`src/rtl/tm1638_display_driver.sv`:
```
// TM1638 board driver: encodes digits/dp/LEDs and serialises the three-frame write sequence on STB/CLK/DIO.
// Latency: first STB fall 2 cycles after start_i is accepted; done_o comes 314*CLK_DIV cycles after that fall.
// Handshake only: start_i is sampled in IDLE, requests while busy_o is high are dropped, and the TM side has no stall.
module tm1638_display_driver #(
  parameter int CLK_DIV  = 2,
  parameter int N_DIGITS = 8,
  parameter int HEX_EN   = 1,
  parameter int LZ_BLANK = 0
) (
  input  logic                  clk,
  input  logic                  rst,
  input  logic                  start_i,
  input  logic [4*N_DIGITS-1:0] digits_i,
  input  logic [N_DIGITS-1:0]   dp_i,
  input  logic [7:0]            leds_i,
  input  logic [2:0]            bright_i,
  input  logic                  disp_on_i,
  output logic                  busy_o,
  output logic                  done_o,
  output logic                  tm_stb_o,
  output logic                  tm_clk_o,
  output logic                  tm_dio_o
);

  localparam int DW = $clog2(2 * CLK_DIV) + 1;
  localparam logic [DW-1:0] HALF_LAST = DW'(CLK_DIV - 1);
  localparam logic [DW-1:0] GAP_LAST  = DW'(2 * CLK_DIV - 1);

  typedef enum logic [2:0] {
    S_IDLE, S_LOAD, S_CMD1, S_GAP, S_ADDR, S_DATA, S_CMD3, S_DONE
  } state_t;

  // SETUP: STB low with CLK high before the first bit; HOLD: CLK high after the last bit.
  typedef enum logic [1:0] {PH_SETUP, PH_LOW, PH_HIGH, PH_HOLD} phase_t;

  state_t                state;
  phase_t                phase;
  logic [DW-1:0]         div;
  logic [2:0]            bit_cnt;
  logic [3:0]            byte_cnt;
  logic [7:0]            shreg;
  logic                  gap_to_cmd3;

  // Shadow copies of the inputs, frozen for the whole update.
  logic [4*N_DIGITS-1:0] dig_s;
  logic [N_DIGITS-1:0]   dp_s;
  logic [7:0]            leds_s;
  logic [2:0]            bright_s;
  logic                  on_s;

  // Address-ordered payload of the F2 frame.
  logic [7:0]            data_q [16];

  logic [31:0]           dig_pad;
  logic [7:0]            dp_pad;
  logic [7:0]            seg_c [8];
  logic [3:0]            nidx;
  logic [7:0]            next_byte;

  assign dig_pad   = 32'(dig_s);
  assign dp_pad    = 8'(dp_s);
  assign nidx      = (state == S_ADDR) ? 4'd0 : byte_cnt + 4'd1;
  assign next_byte = data_q[nidx];

  function automatic logic [7:0] glyph(input logic [3:0] code);
    glyph = 8'h80;
    case (code)
      4'h0: glyph = 8'h3F;
      4'h1: glyph = 8'h06;
      4'h2: glyph = 8'h5B;
      4'h3: glyph = 8'h4F;
      4'h4: glyph = 8'h66;
      4'h5: glyph = 8'h6D;
      4'h6: glyph = 8'h7D;
      4'h7: glyph = 8'h07;
      4'h8: glyph = 8'h7F;
      4'h9: glyph = 8'h6F;
      4'hA: glyph = (HEX_EN != 0) ? 8'h77 : 8'h80;
      4'hB: glyph = (HEX_EN != 0) ? 8'h7C : 8'h80;
      4'hC: glyph = (HEX_EN != 0) ? 8'h39 : 8'h80;
      4'hD: glyph = (HEX_EN != 0) ? 8'h5E : 8'h80;
      4'hE: glyph = (HEX_EN != 0) ? 8'h79 : 8'h80;
      4'hF: glyph = (HEX_EN != 0) ? 8'h71 : 8'h80;
      default: glyph = 8'h80;
    endcase
  endfunction

  // Segment encode from the shadow digits, scanning from the highest digit down so a run of leading zeros can be blanked.
  always_comb begin
    logic lead;
    lead = 1'b1;
    for (int k = 7; k >= 0; k--) begin
      seg_c[k] = 8'h00;
      if (k < N_DIGITS) begin
        if ((LZ_BLANK != 0) && lead && (k != 0) && (dig_pad[4*k +: 4] == 4'h0)) begin
          seg_c[k] = {dp_pad[k], 7'b0};
        end else begin
          lead     = 1'b0;
          seg_c[k] = glyph(dig_pad[4*k +: 4]) | {dp_pad[k], 7'b0};
        end
      end
    end
  end

  // Sequencer: capture, encode, then shift F1 / F2 / F3 out LSB first with registered pin outputs.
  always_ff @(posedge clk or posedge rst) begin
    if (rst) begin
      state       <= S_IDLE;
      phase       <= PH_SETUP;
      div         <= '0;
      bit_cnt     <= '0;
      byte_cnt    <= '0;
      shreg       <= '0;
      gap_to_cmd3 <= 1'b0;
      busy_o      <= 1'b0;
      done_o      <= 1'b0;
      tm_stb_o    <= 1'b1;
      tm_clk_o    <= 1'b1;
      tm_dio_o    <= 1'b1;
      dig_s       <= '0;
      dp_s        <= '0;
      leds_s      <= '0;
      bright_s    <= '0;
      on_s        <= 1'b0;
      for (int k = 0; k < 16; k++) data_q[k] <= 8'h00;
    end else begin
      done_o <= 1'b0;
      case (state)
        S_IDLE: begin
          busy_o <= 1'b0;
          if (start_i) begin
            dig_s    <= digits_i;
            dp_s     <= dp_i;
            leds_s   <= leds_i;
            bright_s <= bright_i;
            on_s     <= disp_on_i;
            busy_o   <= 1'b1;
            state    <= S_LOAD;
          end
        end
        S_LOAD: begin
          for (int k = 0; k < 8; k++) begin
            data_q[2*k]   <= seg_c[k];
            data_q[2*k+1] <= {7'b0, leds_s[k]};
          end
          tm_stb_o <= 1'b0;
          shreg    <= 8'h40;
          phase    <= PH_SETUP;
          div      <= '0;
          bit_cnt  <= '0;
          state    <= S_CMD1;
        end
        S_GAP: begin
          if (div == GAP_LAST) begin
            div      <= '0;
            tm_stb_o <= 1'b0;
            phase    <= PH_SETUP;
            bit_cnt  <= '0;
            if (gap_to_cmd3) begin
              shreg <= {4'b1000, on_s, bright_s};
              state <= S_CMD3;
            end else begin
              shreg <= 8'hC0;
              state <= S_ADDR;
            end
          end else begin
            div <= div + DW'(1);
          end
        end
        S_DONE: begin
          busy_o <= 1'b0;
          state  <= S_IDLE;
        end
        default: begin
          // Byte-shifting states: CMD1, ADDR, DATA, CMD3.
          if (div != HALF_LAST) begin
            div <= div + DW'(1);
          end else begin
            div <= '0;
            case (phase)
              PH_SETUP: begin
                phase    <= PH_LOW;
                tm_clk_o <= 1'b0;
                tm_dio_o <= shreg[0];
                shreg    <= {1'b0, shreg[7:1]};
              end
              PH_LOW: begin
                phase    <= PH_HIGH;
                tm_clk_o <= 1'b1;
              end
              PH_HIGH: begin
                if (bit_cnt != 3'd7) begin
                  bit_cnt  <= bit_cnt + 3'd1;
                  phase    <= PH_LOW;
                  tm_clk_o <= 1'b0;
                  tm_dio_o <= shreg[0];
                  shreg    <= {1'b0, shreg[7:1]};
                end else if ((state == S_ADDR) || ((state == S_DATA) && (byte_cnt != 4'd15))) begin
                  // F2 runs its 17 bytes back to back with no STB release.
                  bit_cnt  <= '0;
                  phase    <= PH_LOW;
                  tm_clk_o <= 1'b0;
                  tm_dio_o <= next_byte[0];
                  shreg    <= {1'b0, next_byte[7:1]};
                  byte_cnt <= nidx;
                  state    <= S_DATA;
                end else begin
                  phase <= PH_HOLD;
                end
              end
              default: begin
                tm_stb_o <= 1'b1;
                tm_dio_o <= 1'b1;
                if (state == S_CMD3) begin
                  done_o <= 1'b1;
                  state  <= S_DONE;
                end else begin
                  gap_to_cmd3 <= (state == S_DATA);
                  state       <= S_GAP;
                end
              end
            endcase
          end
        end
      endcase
    end
  end

endmodule
```
`config.mk`:
```
export PLATFORM = sky130hd
export DESIGN_NAME = tm1638_display_driver
export DESIGN_NICKNAME = d
export VERILOG_FILES = /design/src/rtl/tm1638_display_driver.sv
export SDC_FILE = /design/constraint.sdc
export NUM_CORES = 1
export LEC_CHECK = 0
export BUFFER_PORTS_ARGS = -buffer_cell sky130_fd_sc_hd__buf_2
export CORE_MARGIN = 1.5
export CORE_UTILIZATION = 49
export CTS_CLUSTER_DIAMETER = 200
export DETAILED_ROUTE_END_ITERATION = 12
export PLACE_DENSITY = 0.67
export SLEW_MARGIN = 40
export SYNTH_ARGS = -nofsm -noshare
export SYNTH_HDL_FRONTEND = slang
export SYNTH_SLANG_ARGS = --single-unit
```
`constraint.sdc`:
```
create_clock -name clk -period 7.1 [get_ports clk]
set_clock_uncertainty 0.2 [all_clocks]
set_input_delay 1.065 -clock clk [delete_from_list [all_inputs] [get_ports clk]]
set_output_delay 1.065 -clock clk [all_outputs]
set_load 0.02 [all_outputs]
```
==> impl_metrics.tcl, run 1 <==
set metrics [dict create \
    outcome "completed" \
    grt_max_degree 86 \
    crit_buf_inv 0 \
    h-tree-depth 4 \
    holdPathEnd "data_q[107]$_DFFE_PP0P_" \
    worst_setup_path_start_kind "flop" \
    worstHoldPathType "flop to flop" \
    die_y_um 139 \
    timing.slew.headroom 0.506 \
    maxCapViolCount 0 \
    dieArea_mm2 0.0192 \
    rsz0062_at_grt "no" \
    numPortBuffers 59 \
    power_density_mw_per_mm2 181 \
    synth_compound_area_frac 0.177 \
    cp_max_fo 29 \
    clock-root-buffer "clkbuf_16" \
    p_int_uw 1420 \
    synth_nets 1037 \
    min_period_ns 2.99 \
    routed_wl_mm 19.4 \
    synth.distinct_cells 63 \
    hold_depth 2 \
    globalplace.congestion 0.834 \
    p_sw_uw 382 \
    antenna_found_initial 0 \
    clkPwrFrac 0.497 \
    die-width_um 139 \
    hold_viol 0 \
    crit_path_end_kind "flop" \
    tightest_slew_ns 0.741 \
    leakagePower_uw 0.00463 \
    drtAntennaViolNets 0 \
    async_reset_ff_frac 1.00 \
    syn_area_per_cell_um2 9.85 \
    core-area_mm2 0.0180 \
    reg2reg_from "state[1]$_DFFE_PP0P_" \
    cts_tree "built" \
    grt_pass1_wl_mm 32.9 \
    synthToLayoutAreaGrowth_pct 10.4 \
    synth-simple-area-share 0.133 \
    hpwl_mm 13.5 \
    cts_resized 0 \
    muxShareOfSynthArea 0.119 \
    comb_power_share 0.018 \
    critPathMaxStageDelay_ns 0.69 \
    synth_seq_cells 153 \
    cts_sinks 153 \
    r2r_cells 5 \
    ys_seq_area_frac 0.426 \
    synth.cell_area_mm2 0.00900 \
    syn_inst 914 \
    cts_made_buffers 17 \
    io_pins 60 \
    drc 0 \
    finalPower_uw 1800 \
    worstSkewPairLatency_ns 0.43 \
    fmax_mhz 335 \
    cts_setup_buffers 0 \
    overflow 0 \
    nets 1061 \
    grt_usage 0.212 \
    diodes 0 \
    r2r_slack_ns 4.11 \
    worstPathRequired_ns 7.23 \
    seqPwrFrac 0.485 \
    viasPerCell 5.69 \
    vias 6706 \
    setup_viol 0 \
    synth_top_family_by_area "compound AO/OA/AOI/OAI gates" \
    synthAdderAreaFrac 0.0945 \
    grt_pass1_vias 6425 \
    cts_buffer_depth 2 \
    cp_top_family "simple AND/OR/NAND/NOR gates" \
    setup_tns_ns 0 \
    fin_crit_sh 0.421 \
    crit_type "flop to flop" \
    crit_path_top_delay_cell "dfrtp_1" \
    firstDrtPassIters 5 \
    drt_iter0_drc 509 \
    clkTransAtPathRegs_ns 0.06 \
    num_rows 49 \
    yosys_warnings 0 \
    drive_gt1_frac 0.187 \
    peakVddDrop_v 0.000154 \
    synth-main-ff-cell "dfrtp_1" \
    worstPathArrival_ns 3.12 \
    synth-edff-count 0 \
    path_cells "or3b_2 -> and2_1 -> a221oi_1 -> a2111oi_0 -> o31ai_1" \
    reg2reg_to "tm_dio_o$_DFFE_PP1P_" \
    post_drt_wl_per_cell_um 16.5 \
    ctsHoldBuffers 0 \
    swShare 0.212 \
    min_from "data_q[107]$_DFFE_PP0P_" \
    start_util 0.501 \
    synthXorXnorAreaFrac 0.00278 \
    slew_viol_final 0 \
]
## kinds of logic after synthesis
kind of cell,Yosys count
flops,153
mux,89
fa+ha+maj,68
xor+xnor,2
simple gates,260
compound gates,242
buf+inv,100
## sequential cells by signal, indices dropped and copies added, names as in the netlist, 2 cells and up
signal and flops:
bit_cnt 3, bright_s 3, byte_cnt 4, data_q 72
dig_pad 32, div 3, dp_pad 8, leds_s 8
phase 2, shreg 8, state 3
## cell usage in the layout (no fill, tap or decap), types with 19 or more instances in the layout
cell      instances
dfrtp_1         150
nand2_1         120
o21ai_0          84
ha_1             67
mux2_2           62
buf_2            59
nor2_1           46
inv_1            39
a21oi_1          35
nor2b_1          27
a211oi_1         19
mux2i_1          19
## Yosys cell counts (all sizes together) (17+ instances only)
cell    number  area [µm²]
nor2b       27         169
ha          68         851
nand2      123         467
clkbuf      35         131
buf         23         145
mux2i       19         190
nor2        46         173
and3        17         106
a21oi       35         175
mux2        62         698
o21ai       85         429
dfrtp      150        3750
a211oi      20         155
inv         40         150
## worst register-to-register path, delay by kind of cell (launching register included)
kind,cells,cell delay [ns]
AO/OA/AOI/OAI,3,0.80
AND/OR/NAND/NOR,2,1.21
flip-flops,1,0.69
## worst max-delay path by stage
| stage | to | from | depth (start not counted) |
|---|---|---|---|
| floorplan | bit_cnt[0]$_DFFE_PP0P_ | rst | 1 |
| CTS | tm_dio_o$_DFFE_PP1P_ | state[1]$_DFFE_PP0P_ | 5 |
| global placement | dig_pad[18]$_DFFE_PP0P_ | start_i | 4 |
| detailed placement | tm_dio_o$_DFFE_PP1P_ | state[1]$_DFFE_PP0P_ | 5 |
| finish | tm_dio_o$_DFFE_PP1P_ | state[1]$_DFFE_PP0P_ | 5 |
| global route | tm_dio_o$_DFFE_PP1P_ | state[1]$_DFFE_PP0P_ | 5 |
## power groups by stage
stage | sequential [µW] | combinational (µW) | clock [µW]
4_1_cts | 872 | 35.0 | 913
6_report | 873 | 33.2 | 895
3_3_place_gp | 888 | 34.4 | 0
2_1_floorplan | 889 | 13.4 | 0
3_5_place_dp | 888 | 35.0 | 0
5_1_grt | 872 | 39.2 | 952
## layer usage
metal	part of all wire	GRT usage	vias up
met4	0.014	0.0587	0
met3	0.047	0.0483	19
met2	0.46	0.329	157
met1	0.47	0.298	3242
li1	-	-	3288
met5	0	0	-
## area by class of cell
| class | instances | area, µm² |
|---|---|---|
| multi-input combinational | 661 | 4750 |
| clock buffer | 21 | 460 |
| timing repair buffer | 63 | 329 |
| inverter | 42 | 165 |
| fill | 1590 | 8020 |
| tap | 229 | 287 |
| sequential | 153 | 3830 |
| clock inverter | 10 | 120 |
## through the flow
step                      instances  worst slack [ns]  instance area, µm²  hold WS, ns  utilization
after global placement         1148              4.10                9350        0.262        0.521
after floorplan                 914              1.72                9000        0.241            -
after global routing           1179              3.93                9940        0.305        0.553
final                          1179              4.11                9940        0.274        0.553
after CTS                      1179              3.94                9940        0.277        0.553
after detailed placement       1148              3.97                9360        0.263        0.521
Power figures use the tool's default switching activity.
==> inputs of run 2 (changes only) <==
Settings changed: PLACE_DENSITY 0.67 to 0.69.
Clock period 7.1 ns to 2.4 ns, I/O delays scaled along.
==> run 2 against run 1 <==
Net effect:
- global-route usage increased by 0.54 points
- count of clock-buffer cells in the layout stayed put
- clock power grew to 2.9 times the previous value
- via count is 4.1% higher
- maximum frequency up 33%
- first-iteration DRC count shrank 12%
- largest cell class unchanged
==> impl_metrics.tcl, run 2 (same netlist as run 1, synthesis figures left out) <==
set metrics [dict create \
    outcome "completed" \
    p_int_uw 4180 \
    holdPathEnd "busy_o$_DFFE_PP0P_" \
    seqPwrFrac 0.485 \
    cp_max_fo 7 \
    layoutNonFillerInstCount 1264 \
    drtAntennaViolNets 0 \
    leakagePower_uw 0.00505 \
    cts_made_buffers 17 \
    slew_viol_final 0 \
    drt_iter0_drc 450 \
    reg2reg_to "shreg[5]$_DFFE_PP0P_" \
    numPortBuffers 59 \
    crit_buf_inv 0 \
    die_y_um 139 \
    min_period_ns 2.25 \
    clkPwrFrac 0.483 \
    num_rows 49 \
    drive_gt1_frac 0.205 \
    viasPerCell 5.53 \
    p_sw_uw 1140 \
    hold_depth 3 \
    hold_viol 0 \
    path_cells "ha_1 -> ha_1 -> and3_1 -> o211ai_1 -> a21oi_1 -> a221oi_1 -> a31oi_1" \
    r2r_cells 7 \
    start_util 0.501 \
    fin_crit_sh 0.939 \
    power_density_mw_per_mm2 494 \
    grt_usage 0.217 \
    setup_viol 0 \
    nets 1146 \
    dp_cells 1179 \
    tightest_slew_ns 0.625 \
    clock-root-buffer "clkbuf_16" \
    h-tree-depth 4 \
    core-area_mm2 0.0180 \
    post_drt_wl_per_cell_um 15.7 \
    io_pins 60 \
    worstPathRequired_ns 2.50 \
    worstHoldPathType "input pin to flop" \
    synthToLayoutAreaGrowth_pct 19.7 \
    crit_top_cell "ha_1" \
    clkTransAtPathRegs_ns 0.06 \
    cp-startpoint "bit_cnt[0]$_DFFE_PP0P_" \
    worst_setup_path_start_kind "flop" \
    grt_pass1_vias 6817 \
    grt_max_degree 41 \
    worstPathArrival_ns 2.35 \
    firstDrtPassIters 5 \
    timing.final.ws_setup_ns 0.147 \
    drc 0 \
    hpwl_mm 14.3 \
    peakVddDrop_v 0.000650 \
    comb_power_share 0.032 \
    diodes 0 \
    fmax_mhz 444 \
    place_area_mm2 0.00966 \
    overflow 0 \
    r2r_slack_ns 0.15 \
    final_cell_area_mm2 0.0108 \
    maxCapViolCount 0 \
    worstSkewPairLatency_ns 0.43 \
    reg2reg_from "bit_cnt[0]$_DFFE_PP0P_" \
    cts_buffer_depth 2 \
    layout.cells.most_common "dfrtp_1" \
    crit_path_top_delay_cell "dfrtp_1" \
    grt_pass1_wl_mm 33.8 \
    rsz0062_at_grt "no" \
    min_from "start_i" \
    antenna_found_initial 0 \
    critPathMaxStageDelay_ns 0.40 \
    globalplace.congestion 0.862 \
    pre_cts_ws_ns 0.114 \
    final_cell_mix "dfrtp_1 (150), nand2_1 (120), o21ai_0 (84)" \
    vias 6984 \
    largest_register "data_q" \
    cts_sinks 153 \
    timing.slew.headroom 0.582 \
    final_util 0.600 \
    swShare 0.214 \
    crit_path_end_kind "flop" \
    crit_type "flop to flop" \
    cts_tree "built" \
    cp_top_family "compound AO/OA/AOI/OAI gates" \
    dieArea_mm2 0.0192 \
    largest_reg_flops 72 \
    routed_wl_mm 19.9 \
    die-width_um 139 \
]
==> run 2: cell types whose count changed in the layout (fill, tap and decap cells not counted), moves of 2 or more <==
cell	change
buf_12	+6
clkinvlp_4	-3
buf_4	+27
a2111oi_0	-2
clkinv_2	+3
dlygate4sd3_1	+53
==> run 2: area by class of cell <==
| class | instances | area, µm² |
|---|---|---|
| fillers | 1519 | 7190 |
| multi-input cells | 661 | 4760 |
| flip-flops and latches | 153 | 3830 |
| repair buffers | 148 | 1170 |
| clock buffers | 21 | 470 |
| well taps | 229 | 287 |
| inverters | 42 | 161 |
| clock inverters | 10 | 92.6 |
==> run 2: worst max path at each step <==
stage                                  end  slack, ns  cells past startpoint
floorplan           bit_cnt[0]$_DFFE_PP0P_      -0.09                      1
global placement      shreg[2]$_DFFE_PP0P_       0.17                      5
detailed placement    tm_dio_o$_DFFE_PP1P_       0.11                      6
CTS                   tm_dio_o$_DFFE_PP1P_       0.11                      6
global route          shreg[5]$_DFFE_PP0P_       0.02                      7
finish                shreg[5]$_DFFE_PP0P_       0.15                      7
==> run 2: through the flow <==
stage	TNS, ns	hold slack [ns]	power [µW]
floorplan	-13.27	0.241	2670
global placement	0	0.0868	2730
detailed placement	0	0.0814	2740
CTS	0	0.0297	5390
global route	0	0.0644	5500
finish	0	0.0531	5320
==> run 2: worst register-to-register path: cells and delay by family (launching register included) <==
kind	cells	cell delay, ns
AO/OA/AOI/OAI	4	0.86
adder cells (fa/ha/maj)	2	0.46
flip-flops	1	0.40
AND/OR/NAND/NOR	1	0.20
==> run 2: timing repair <==
item	CTS	global route
setup buffers	0	1
endpoints found under the hold margin	162	0
endpoints found under the setup margin	0	6
hold buffers	53	0
resized for setup	0	6
==> run 2: power groups by stage <==
| stage | Clock, µW | Sequential, µW | Combinational [µW] |
|---|---|---|---|
| 5_1_grt | 2730 | 2580 | 191 |
| 4_1_cts | 2630 | 2580 | 173 |
| 2_1_floorplan | 0 | 2630 | 40.3 |
| 6_report | 2570 | 2580 | 169 |
| 3_3_place_gp | 0 | 2630 | 106 |
| 3_5_place_dp | 0 | 2630 | 107 |
==> run 2: per-layer routing <==
metal	global-route usage	vias up	wire length, µm
met4	0.0654	0	394
met2	0.360	122	9470
met3	0.0439	34	646
met5	0	-	0
met1	0.288	3372	9370
li1	-	3456	-
